**config.mk**
```make
export PLATFORM = sky130hd
export DESIGN_NAME = mem_access_stage
export DESIGN_NICKNAME = d
export VERILOG_FILES = /design/src/rtl/mem_access_stage.sv
export SDC_FILE = /design/constraint.sdc
export NUM_CORES = 1
export LEC_CHECK = 0
export ABC_CLOCK_PERIOD_IN_PS = 2750
export CAP_MARGIN = 20
export CORE_AREA = 2 2 167 87
export CTS_BUF_LIST = sky130_fd_sc_hd__clkbuf_16
export DETAILED_ROUTE_END_ITERATION = 16
export DIE_AREA = 0 0 169 89
export MAX_ROUTING_LAYER = met4
export PLACE_DENSITY = 0.88
export SYNTH_ARGS = -nofsm -noshare
export SYNTH_HDL_FRONTEND = slang
export SYNTH_SLANG_ARGS = --single-unit
```
**constraint.sdc**
```tcl
create_clock -name clk_i -period 2.75 [get_ports clk_i]
set_input_delay 0.6875 -clock clk_i [delete_from_list [all_inputs] [get_ports clk_i]]
set_output_delay 0.6875 -clock clk_i [all_outputs]
set_load 0.005 [all_outputs]
```
**src/rtl/mem_access_stage.sv**
```systemverilog
// Memory-access stage: sits after execute. Performs loads and stores over a
// req/ack data-memory port and registers the write-back result for WB.
module mem_access_stage #(
  parameter int unsigned TIMEOUT = 16  // BUSY cycles without ack before abort; 0 = never
) (
  input  logic        clk_i,
  input  logic        reset_i,
  input  logic        valid_i,
  input  logic [31:0] instruction_i,
  input  logic [31:0] alu_result_i,
  input  logic [31:0] read_data2_i,
  input  logic [4:0]  write_addr_reg_i,
  output logic        stall_o,
  output logic        dmem_req_o,
  output logic        dmem_we_o,
  output logic [31:0] dmem_addr_o,
  output logic [31:0] dmem_wdata_o,
  output logic [3:0]  dmem_be_o,
  input  logic [31:0] dmem_rdata_i,
  input  logic        dmem_ack_i,
  output logic [31:0] wb_data_o,
  output logic [4:0]  wb_rd_o,
  output logic        wb_we_o,
  output logic        misaligned_o,
  output logic        bus_err_o
);

  localparam logic [6:0] OpLoad   = 7'b0000011;
  localparam logic [6:0] OpStore  = 7'b0100011;
  localparam logic [6:0] OpReg    = 7'b0110011;
  localparam logic [6:0] OpImm    = 7'b0010011;
  localparam logic [6:0] OpLui    = 7'b0110111;
  localparam logic [6:0] OpAuipc  = 7'b0010111;
  localparam logic [6:0] OpJal    = 7'b1101111;
  localparam logic [6:0] OpJalr   = 7'b1100111;

  // Counter only needs to reach TIMEOUT-1.
  localparam int unsigned CntW = (TIMEOUT < 2) ? 1 : $clog2(TIMEOUT);

  typedef enum logic {StIdle, StBusy} state_e;

  state_e            state_q, state_d;
  logic              req_q, req_d;
  logic              we_q, we_d;
  logic [31:0]       addr_q, addr_d;
  logic [31:0]       wdata_q, wdata_d;
  logic [3:0]        be_q, be_d;
  logic [2:0]        f3_q, f3_d;
  logic [4:0]        rd_q, rd_d;
  logic [1:0]        lo_q, lo_d;
  logic [CntW-1:0]   cnt_q, cnt_d;
  logic [31:0]       wb_data_q, wb_data_d;
  logic [4:0]        wb_rd_q, wb_rd_d;
  logic              wb_we_q, wb_we_d;
  logic              mis_q, mis_d;
  logic              berr_q, berr_d;

  logic [6:0]  opcode;
  logic [2:0]  funct3;
  logic        is_load, is_store, mem_op, writes, legal, accept, expire;
  logic [31:0] st_wdata;
  logic [3:0]  st_be;
  logic [31:0] ld_shifted, ld_data;

  assign opcode  = instruction_i[6:0];
  assign funct3  = instruction_i[14:12];
  assign is_load  = (opcode == OpLoad);
  assign is_store = (opcode == OpStore);
  assign mem_op   = is_load | is_store;

  // Decode of register-writing non-memory ops.
  always_comb begin
    writes = 1'b0;
    unique case (opcode)
      OpReg, OpImm, OpLui, OpAuipc, OpJal, OpJalr: writes = 1'b1;
      default: writes = 1'b0;
    endcase
  end

  // Width legality and natural alignment of the requested access.
  always_comb begin
    legal = 1'b0;
    unique case (funct3)
      3'b000:  legal = mem_op;
      3'b001:  legal = mem_op & ~alu_result_i[0];
      3'b010:  legal = mem_op & (alu_result_i[1:0] == 2'b00);
      3'b100:  legal = is_load;
      3'b101:  legal = is_load & ~alu_result_i[0];
      default: legal = 1'b0;
    endcase
  end

  // Lane replication and byte enables for the access (also used for loads).
  always_comb begin
    st_wdata = read_data2_i;
    st_be    = 4'b1111;
    unique case (funct3[1:0])
      2'b00: begin
        st_wdata = {4{read_data2_i[7:0]}};
        st_be    = 4'b0001 << alu_result_i[1:0];
      end
      2'b01: begin
        st_wdata = {2{read_data2_i[15:0]}};
        st_be    = alu_result_i[1] ? 4'b1100 : 4'b0011;
      end
      default: begin
        st_wdata = read_data2_i;
        st_be    = 4'b1111;
      end
    endcase
  end

  // Extract the addressed byte/half from the returned word and extend it.
  always_comb begin
    ld_shifted = dmem_rdata_i >> {lo_q, 3'b000};
    ld_data    = dmem_rdata_i;
    unique case (f3_q)
      3'b000:  ld_data = {{24{ld_shifted[7]}}, ld_shifted[7:0]};
      3'b001:  ld_data = {{16{ld_shifted[15]}}, ld_shifted[15:0]};
      3'b100:  ld_data = {24'b0, ld_shifted[7:0]};
      3'b101:  ld_data = {16'b0, ld_shifted[15:0]};
      default: ld_data = dmem_rdata_i;
    endcase
  end

  assign accept = (state_q == StIdle) & valid_i & mem_op & legal;
  assign expire = (TIMEOUT != 0) && (cnt_q == CntW'(TIMEOUT - 1));

  // Upstream hold: while accepting, and in BUSY until ack or timeout release.
  assign stall_o = (state_q == StIdle) ? accept : (~dmem_ack_i & ~expire);

  // Next-state and registered-output computation.
  always_comb begin
    state_d   = state_q;
    req_d     = req_q;
    we_d      = we_q;
    addr_d    = addr_q;
    wdata_d   = wdata_q;
    be_d      = be_q;
    f3_d      = f3_q;
    rd_d      = rd_q;
    lo_d      = lo_q;
    cnt_d     = cnt_q;
    wb_data_d = wb_data_q;
    wb_rd_d   = wb_rd_q;
    wb_we_d   = 1'b0;
    mis_d     = 1'b0;
    berr_d    = 1'b0;
    unique case (state_q)
      StIdle: begin
        if (valid_i) begin
          if (mem_op) begin
            if (legal) begin
              state_d = StBusy;
              req_d   = 1'b1;
              we_d    = is_store;
              addr_d  = {alu_result_i[31:2], 2'b00};
              wdata_d = st_wdata;
              be_d    = st_be;
              f3_d    = funct3;
              rd_d    = write_addr_reg_i;
              lo_d    = alu_result_i[1:0];
              cnt_d   = '0;
            end else begin
              mis_d = 1'b1;
            end
          end else begin
            wb_data_d = alu_result_i;
            wb_rd_d   = write_addr_reg_i;
            wb_we_d   = writes & (write_addr_reg_i != 5'd0);
          end
        end
      end
      StBusy: begin
        // Ack takes priority over a timeout expiring in the same cycle.
        if (dmem_ack_i) begin
          state_d = StIdle;
          req_d   = 1'b0;
          we_d    = 1'b0;
          cnt_d   = '0;
          if (!we_q) begin
            wb_data_d = ld_data;
            wb_rd_d   = rd_q;
            wb_we_d   = (rd_q != 5'd0);
          end
        end else if (expire) begin
          state_d = StIdle;
          req_d   = 1'b0;
          we_d    = 1'b0;
          cnt_d   = '0;
          berr_d  = 1'b1;
        end else if (TIMEOUT != 0) begin
          cnt_d = cnt_q + CntW'(1);
        end
      end
      default: state_d = StIdle;
    endcase
  end

  // State and output registers with synchronous reset.
  always_ff @(posedge clk_i) begin
    if (reset_i) begin
      state_q   <= StIdle;
      req_q     <= 1'b0;
      we_q      <= 1'b0;
      addr_q    <= '0;
      wdata_q   <= '0;
      be_q      <= '0;
      f3_q      <= '0;
      rd_q      <= '0;
      lo_q      <= '0;
      cnt_q     <= '0;
      wb_data_q <= '0;
      wb_rd_q   <= '0;
      wb_we_q   <= 1'b0;
      mis_q     <= 1'b0;
      berr_q    <= 1'b0;
    end else begin
      state_q   <= state_d;
      req_q     <= req_d;
      we_q      <= we_d;
      addr_q    <= addr_d;
      wdata_q   <= wdata_d;
      be_q      <= be_d;
      f3_q      <= f3_d;
      rd_q      <= rd_d;
      lo_q      <= lo_d;
      cnt_q     <= cnt_d;
      wb_data_q <= wb_data_d;
      wb_rd_q   <= wb_rd_d;
      wb_we_q   <= wb_we_d;
      mis_q     <= mis_d;
      berr_q    <= berr_d;
    end
  end

  assign dmem_req_o   = req_q;
  assign dmem_we_o    = we_q;
  assign dmem_addr_o  = addr_q;
  assign dmem_wdata_o = wdata_q;
  assign dmem_be_o    = be_q;
  assign wb_data_o    = wb_data_q;
  assign wb_rd_o      = wb_rd_q;
  assign wb_we_o      = wb_we_q;
  assign misaligned_o = mis_q;
  assign bus_err_o    = berr_q;

endmodule

```
# Yosys cells after proc, flatten, opt, wreduce, memory -nomap -nowiden
# Cells that the tools add are included.
classes:
  addsub: 1
  multipliers: 0
  div: 0
  order_cmp: 0
  eq_ne: 24
  shift: 2
  muxes: 46
  n_bitwise: 15
  reduce_logical: 13
op_table:
  columns: ["op", "n"]
  rows:
  - ["2-to-1 mux 32 bit", 4]
  - ["case mux 32 bit (2 select lines)", 2]
  - ["case mux 32 bit (4 select lines)", 1]
  - [">> shifter 32 x 5 -> 16 bit", 1]
  - ["2-to-1 mux 4 bit", 6]
  - ["equality test 7 x 6 -> 1 bit (second input constant)", 3]
  - ["2-to-1 mux 1 bit", 21]
  - ["2-to-1 mux 5 bit", 4]
  - ["case mux 4 bit (2 select lines)", 2]
  - ["equality test 7 x 5 -> 1 bit (second input constant)", 2]
  - ["equality test 7 bit (second input constant)", 2]
  - ["equality test 3 bit (second input constant)", 4]
  - ["!= test 2 bit (second input constant)", 6]
  - ["AND reduction 4 bit", 3]
  - ["case mux 5 bit (2 select lines)", 1]
  - ["nonzero test 5 bit", 2]
  - ["AND 1 bit", 8]
  - ["case mux 1 bit (2 select lines)", 4]
  - ["equality test 7 x 2 -> 1 bit (second input constant)", 1]
  - ["equality test 3 x 1 -> 1 bit (second input constant)", 2]
  - ["zero test 3 bit", 2]
  - ["NOT 1 bit", 6]
  - ["OR reduction 6 bit", 1]
  - ["case mux 1 bit (5 select lines)", 1]
  - ["11 further kinds", 12]
word_totals:
  reg_bits: 123
  latchBits: 0
  ram_bits: 0
  mem_bits_ro: 0
  input_bits: 137
  out_inout_bits: 111
  wordCells: 116
  mem_count: 0

# Logic depth before layout (Yosys ltp)
logic_depth:
  word_depth: 8
  depth_mapped: 8
  ltp_nobuf: 5

# Worst setup path before layout
# OpenSTA, ideal clock, no wires.
synth_timing:
  path_type: "input -> output"
  from: "in instruction_i[12]"
  to: "out stall_o"
  arrival_time_ps: 1871
  required_time_ps: 2062
  path_slack_ps: 191
  cell_stages: 6
  path_cell_list: "buf_2 > a221oi_4 > o2111ai_1 > buf_2 > buf_2 > nand2_1"
synth_via:
  elab_chain_cells: 4
  elab_cells_between_ends: 8
  cone_classes: "4 x eq/ne; 2 x mux; 1 x bitwise; 1 x reduce/logical"
synth_rtl:
  columns: ["item", "line", "rtl"]
  rows:
  - ["start: declaration", "9", "input logic [31:0] instruction_i,"]
  - ["equality test 3 bit (tied with other cells)", "83", "unique case (funct3)"]
  - ["case mux 1 bit (5 select lines) *", "83", null]
  - ["AND 1 bit *", "126", "assign accept = (state_q == StIdle) & valid_i & mem_op & legal;"]
  - ["2-to-1 mux 1 bit *", "130", "assign stall_o = (state_q == StIdle) ? accept : (~dmem_ack_i & ~expire);"]
  - ["end: declaration", "13", "output logic stall_o,"]
# Mark *: on every way between the ends. The rest lies on a longest branch, timed or not.

# Worst setup path in the final report
layout_timing:
  from: "in instruction_i[4]"
  to: "reg wb_data_q[31], in the netlist wb_data_o[31]"
layout_via:
  elab_chain_cells: 4
  elab_cells_between_ends: 5
  cone_classes: "3 x eq/ne; 1 x bitwise; 1 x reduce/logical"
layout_rtl:
  columns: ["item", "line", "rtl"]
  rows:
  - ["equality test 7 x 2 -> 1 bit or equality test 7 x 6 -> 1 bit (tied branches)", "67, 68", null]
  - ["bitwise OR 1 bit *", "69", "assign mem_op = is_load | is_store;"]
  - ["!= test 2 bit (no source line) *", null, null]
  - ["AND reduction 4 bit (no source line) *", null, null]
  - ["end signal: assignment", "229", "wb_data_q <= wb_data_d;"]
  - ["end: declaration", "52", "logic [31:0] wb_data_q, wb_data_d;"]
# Marks and branches as above.
# A chain may end at the register's enable or synchronous reset.

==> qor.json <==
{
  "status": {
    "run_status": "finished, final reports clean"
  },
  "timing": {
    "max_slew_margin": 0.4048,
    "clock.fmax_mhz": 374.4,
    "min_period_over_period": 0.9713,
    "slew_viol_final": 0,
    "count_of_endpoints_failing_hold_in_the_final_timing_report": 0,
    "setup_slack_ns": 0.07894,
    "rsz_0062_raised_after_global_routing": "false",
    "post-route-min-period_ns": 2.671,
    "skew_ns": 0.008869,
    "finalSetupViolCount": 0,
    "worstMarginPinSlew_ns": 0.8928
  },
  "place": {
    "placement.io_buffers": 223,
    "gpl.final_weighted_congestion": 0.9159,
    "dp.cells": 1071,
    "hpwl_um": 14600,
    "dpl_worst_slack_ns": -0.3649
  },
  "cts": {
    "tritoncts": "done",
    "clkSinkCount": 123,
    "holdBufCountCts": 0,
    "clk_pin_slew_worst_paths_ns": 0.06,
    "worst_skew_pair.late_latency_ns": 0.42,
    "cts.path.max_buffers": 2,
    "cts_inserted_buffers": 17,
    "cts_root_buf": "clkbuf_16",
    "number_of_h_tree_levels": 4
  },
  "floorplan": {
    "floorplan.initialDensity": 0.4301,
    "placementRows": 30,
    "floorplan.io_pins": 248,
    "floorplan.core_area_um2": 13440,
    "die_h_um": 89,
    "dieArea_um2": 15040,
    "die_width_um": 169
  },
  "setup_path": {
    "crit_path_end_kind": "flop",
    "cp-start-kind": "input pin",
    "required_ns": 3.02,
    "arrival_time_at_the_worst_endpoint_ns": 2.95,
    "worstSetupStartpoint": "instruction_i[4]",
    "critical_path_class": "input pin to flop",
    "crit-reg2reg-launch": "state_q",
    "crit_fanout": 16
  },
  "finish": {
    "design.final.nets": 1054,
    "antenna_cell_count": 0,
    "n_fill_cell": 1014,
    "drive_above_1_share": 0.09257,
    "final-seq-area_um2": 2464,
    "area_of_the_multi_input_gates_um2": 3030,
    "areaGrowthSynthToFinish_pct": 56.57,
    "post_layout_nonfiller_instances": 1105
  },
  "synth": {
    "ys.warnings.count": 0,
    "most_common_flop_cell_mapped_by_yosys": "dfxtp_1",
    "synth_area_um2": 5779,
    "synthCells": 700,
    "proportion_of_register_bits_with_asynchronous_set_or_reset_after_synthesis": 0,
    "post_synth_edffs": 0,
    "post_synth_num_cell_types": 51,
    "seq_area_frac_synth": 0.4261,
    "mean_post_synth_cell_area_um2": 8.256,
    "synth-seq-cells": 123
  },
  "power": {
    "peakVddDrop_mv": 0.3371,
    "powerDensity_nw_per_um2": 560.0,
    "p_leak_nw": 3.195,
    "totalPowerFinal_mw": 5.067
  },
  "global_route": {
    "gr-usage-all-layers": 0.2810,
    "grt_antenna_before_repair": 0,
    "grt_pass1_vias": 6280,
    "wire_length_of_the_first_global_routing_pass_um": 31730,
    "grt_max_degree": 92,
    "globalRoute.totalOverflow": 0
  },
  "detailed_routing": {
    "drt_pass1_iterations": 5,
    "totalWireLength_um": 21040,
    "wire_per_inst_um": 19.04,
    "drt.antenna.violating_nets": 0,
    "drt_iter0_markers": 485,
    "dr_total_vias": 6508,
    "drc": 0,
    "via_per_inst": 5.890
  },
  "job": {
    "max_cap_viols": 0
  },
  "worst_hold_path": {
    "min_from": "dmem_addr_o[15]",
    "worstHoldPathType": "flop to flop"
  }
}
## metal layers
| metal | track usage | vias up | routed length [µm] |
|---|---|---|---|
| met1 | 0.3133 | 3124 | 8533 |
| met3 | 0.07437 | 81 | 1415 |
| met4 | 0.1484 | 0 | 905 |
| met2 | 0.4743 | 317 | 10190 |
| met5 | - | - | 0 |
| li1 | - | 2986 | - |
## worst max-delay path, stage by stage
cell and delay (ns):
clkdlybuf4s50_1 0.53, nor4bb_4 0.07, buf_4 0.15, buf_4 0.12, buf_4 0.15, a21oi_2 0.45
buf_12 0.22, o22ai_1 0.11, a221oi_1 0.45
## cells in the mapped netlist, drive strengths merged (3+ instances only)
cell type | n | area [µm²]
inv | 4 | 15.01
mux2i | 32 | 320.3
dfxtp | 123 | 2462
nor3 | 11 | 55.05
nor2 | 44 | 165.2
clkbuf | 42 | 157.7
a221o | 5 | 50.05
a311oi | 6 | 52.55
nand2 | 156 | 585.6
o211ai | 11 | 82.58
mux2 | 5 | 56.30
a21oi | 73 | 380.4
nand2b | 6 | 37.54
nand4b | 14 | 122.6
a211oi | 24 | 180.2
o21ai | 5 | 25.02
o22ai | 16 | 100.1
or4 | 3 | 22.52
buf | 26 | 151.4
nor2b | 4 | 25.02
nand3b | 3 | 22.52
a22o | 5 | 43.79
o41ai | 14 | 122.6
a221oi | 23 | 219.0
nand3 | 20 | 100.1
## kinds of logic (layout without fill, tap and decap cells)
kind of cell             Yosys count  in the layout  synth area share
AND/OR/NAND/NOR                  267            267            0.2070
AO/OA/AOI/OAI                    196            196            0.2377
flip-flops                       123            123            0.4261
buffers and inverters             74            302           0.05737
multiplexers                      38             38           0.06906
adder cells (fa/ha/maj)            1              1          0.002165
other                              1              2         0.0006489
## what timing repair did
action | CTS | global route
pin swaps | 2 | 5
gates resized for setup | 7 | 1
setup buffers | 1 | 1
endpoints found under the setup margin | 1 | 1
## state kept, by name, indices dropped and copies added, names as in the netlist
register	cells
wb_rd_o	5
rd_q	5
cnt_q	4
dmem_be_o	4
wb_data_o	32
misaligned_o	1
wb_we_o	1
dmem_addr_o	30
f3_q	3
dmem_we_o	1
dmem_req_o	1
bus_err_o	1
lo_q	2
dmem_wdata_o	32
state_q	1
## per-stage QoR
stage | instance area [µm²] | hold WS [ns] | TNS, ns | util
CTS | 9047 | 0.4529 | 0 | 0.6733
detailed placement | 8319 | 0.4452 | -0.4272 | 0.6191
global route | 9049 | 0.4701 | 0 | 0.6734
finish | 9049 | 0.4470 | 0 | 0.6734
global placement | 8319 | 0.4377 | -0.3940 | 0.6191
floorplan | 5783 | 0.4389 | 0 | -
## worst paths after layout
kind / slack [ns] / depth (start not counted) / endpoint
worst max-delay path: 0.08 / 9 / wb_data_o[31]
worst min-delay path: 0.45 / 2 / dmem_addr_o[15]
worst max register to register: 0.43 / 6 / wb_data_o[31]
worst min register to register: 0.45 / 2 / dmem_addr_o[15]
## layout by cell type, fill, tap and decap left out, drive strengths merged, types with 6 or more instances in the layout
master and count:
nand3 20, nor2 44, nand4b 14, o211ai 11, mux2i 32, buf 43, a221oi 23, clkbuf 17
clkinv 7, nand2 156, bufinv 8, o22ai 16, o41ai 14, nor3 11, a311oi 6, nand2b 6
dfxtp 123, clkdlybuf4s50 220, a211oi 24, a21oi 73
## area by class of cell
cell class                 instances  share of cell area
clock inverter                    15             0.03056
tap                              176             0.02434
multi-input combinational        504              0.3349
inverter                           6            0.002489
timing repair buffer             264              0.2884
sequential                       123              0.2723
clock buffer                      17             0.04701
## where the power goes
part	total (mW)	switching (mW)	internal (mW)
sequential	1.84	0.0207	1.82
clock	2.71	0.837	1.87
combinational	0.523	0.222	0.301
Note: power is estimated with default switching activity, not from simulation.
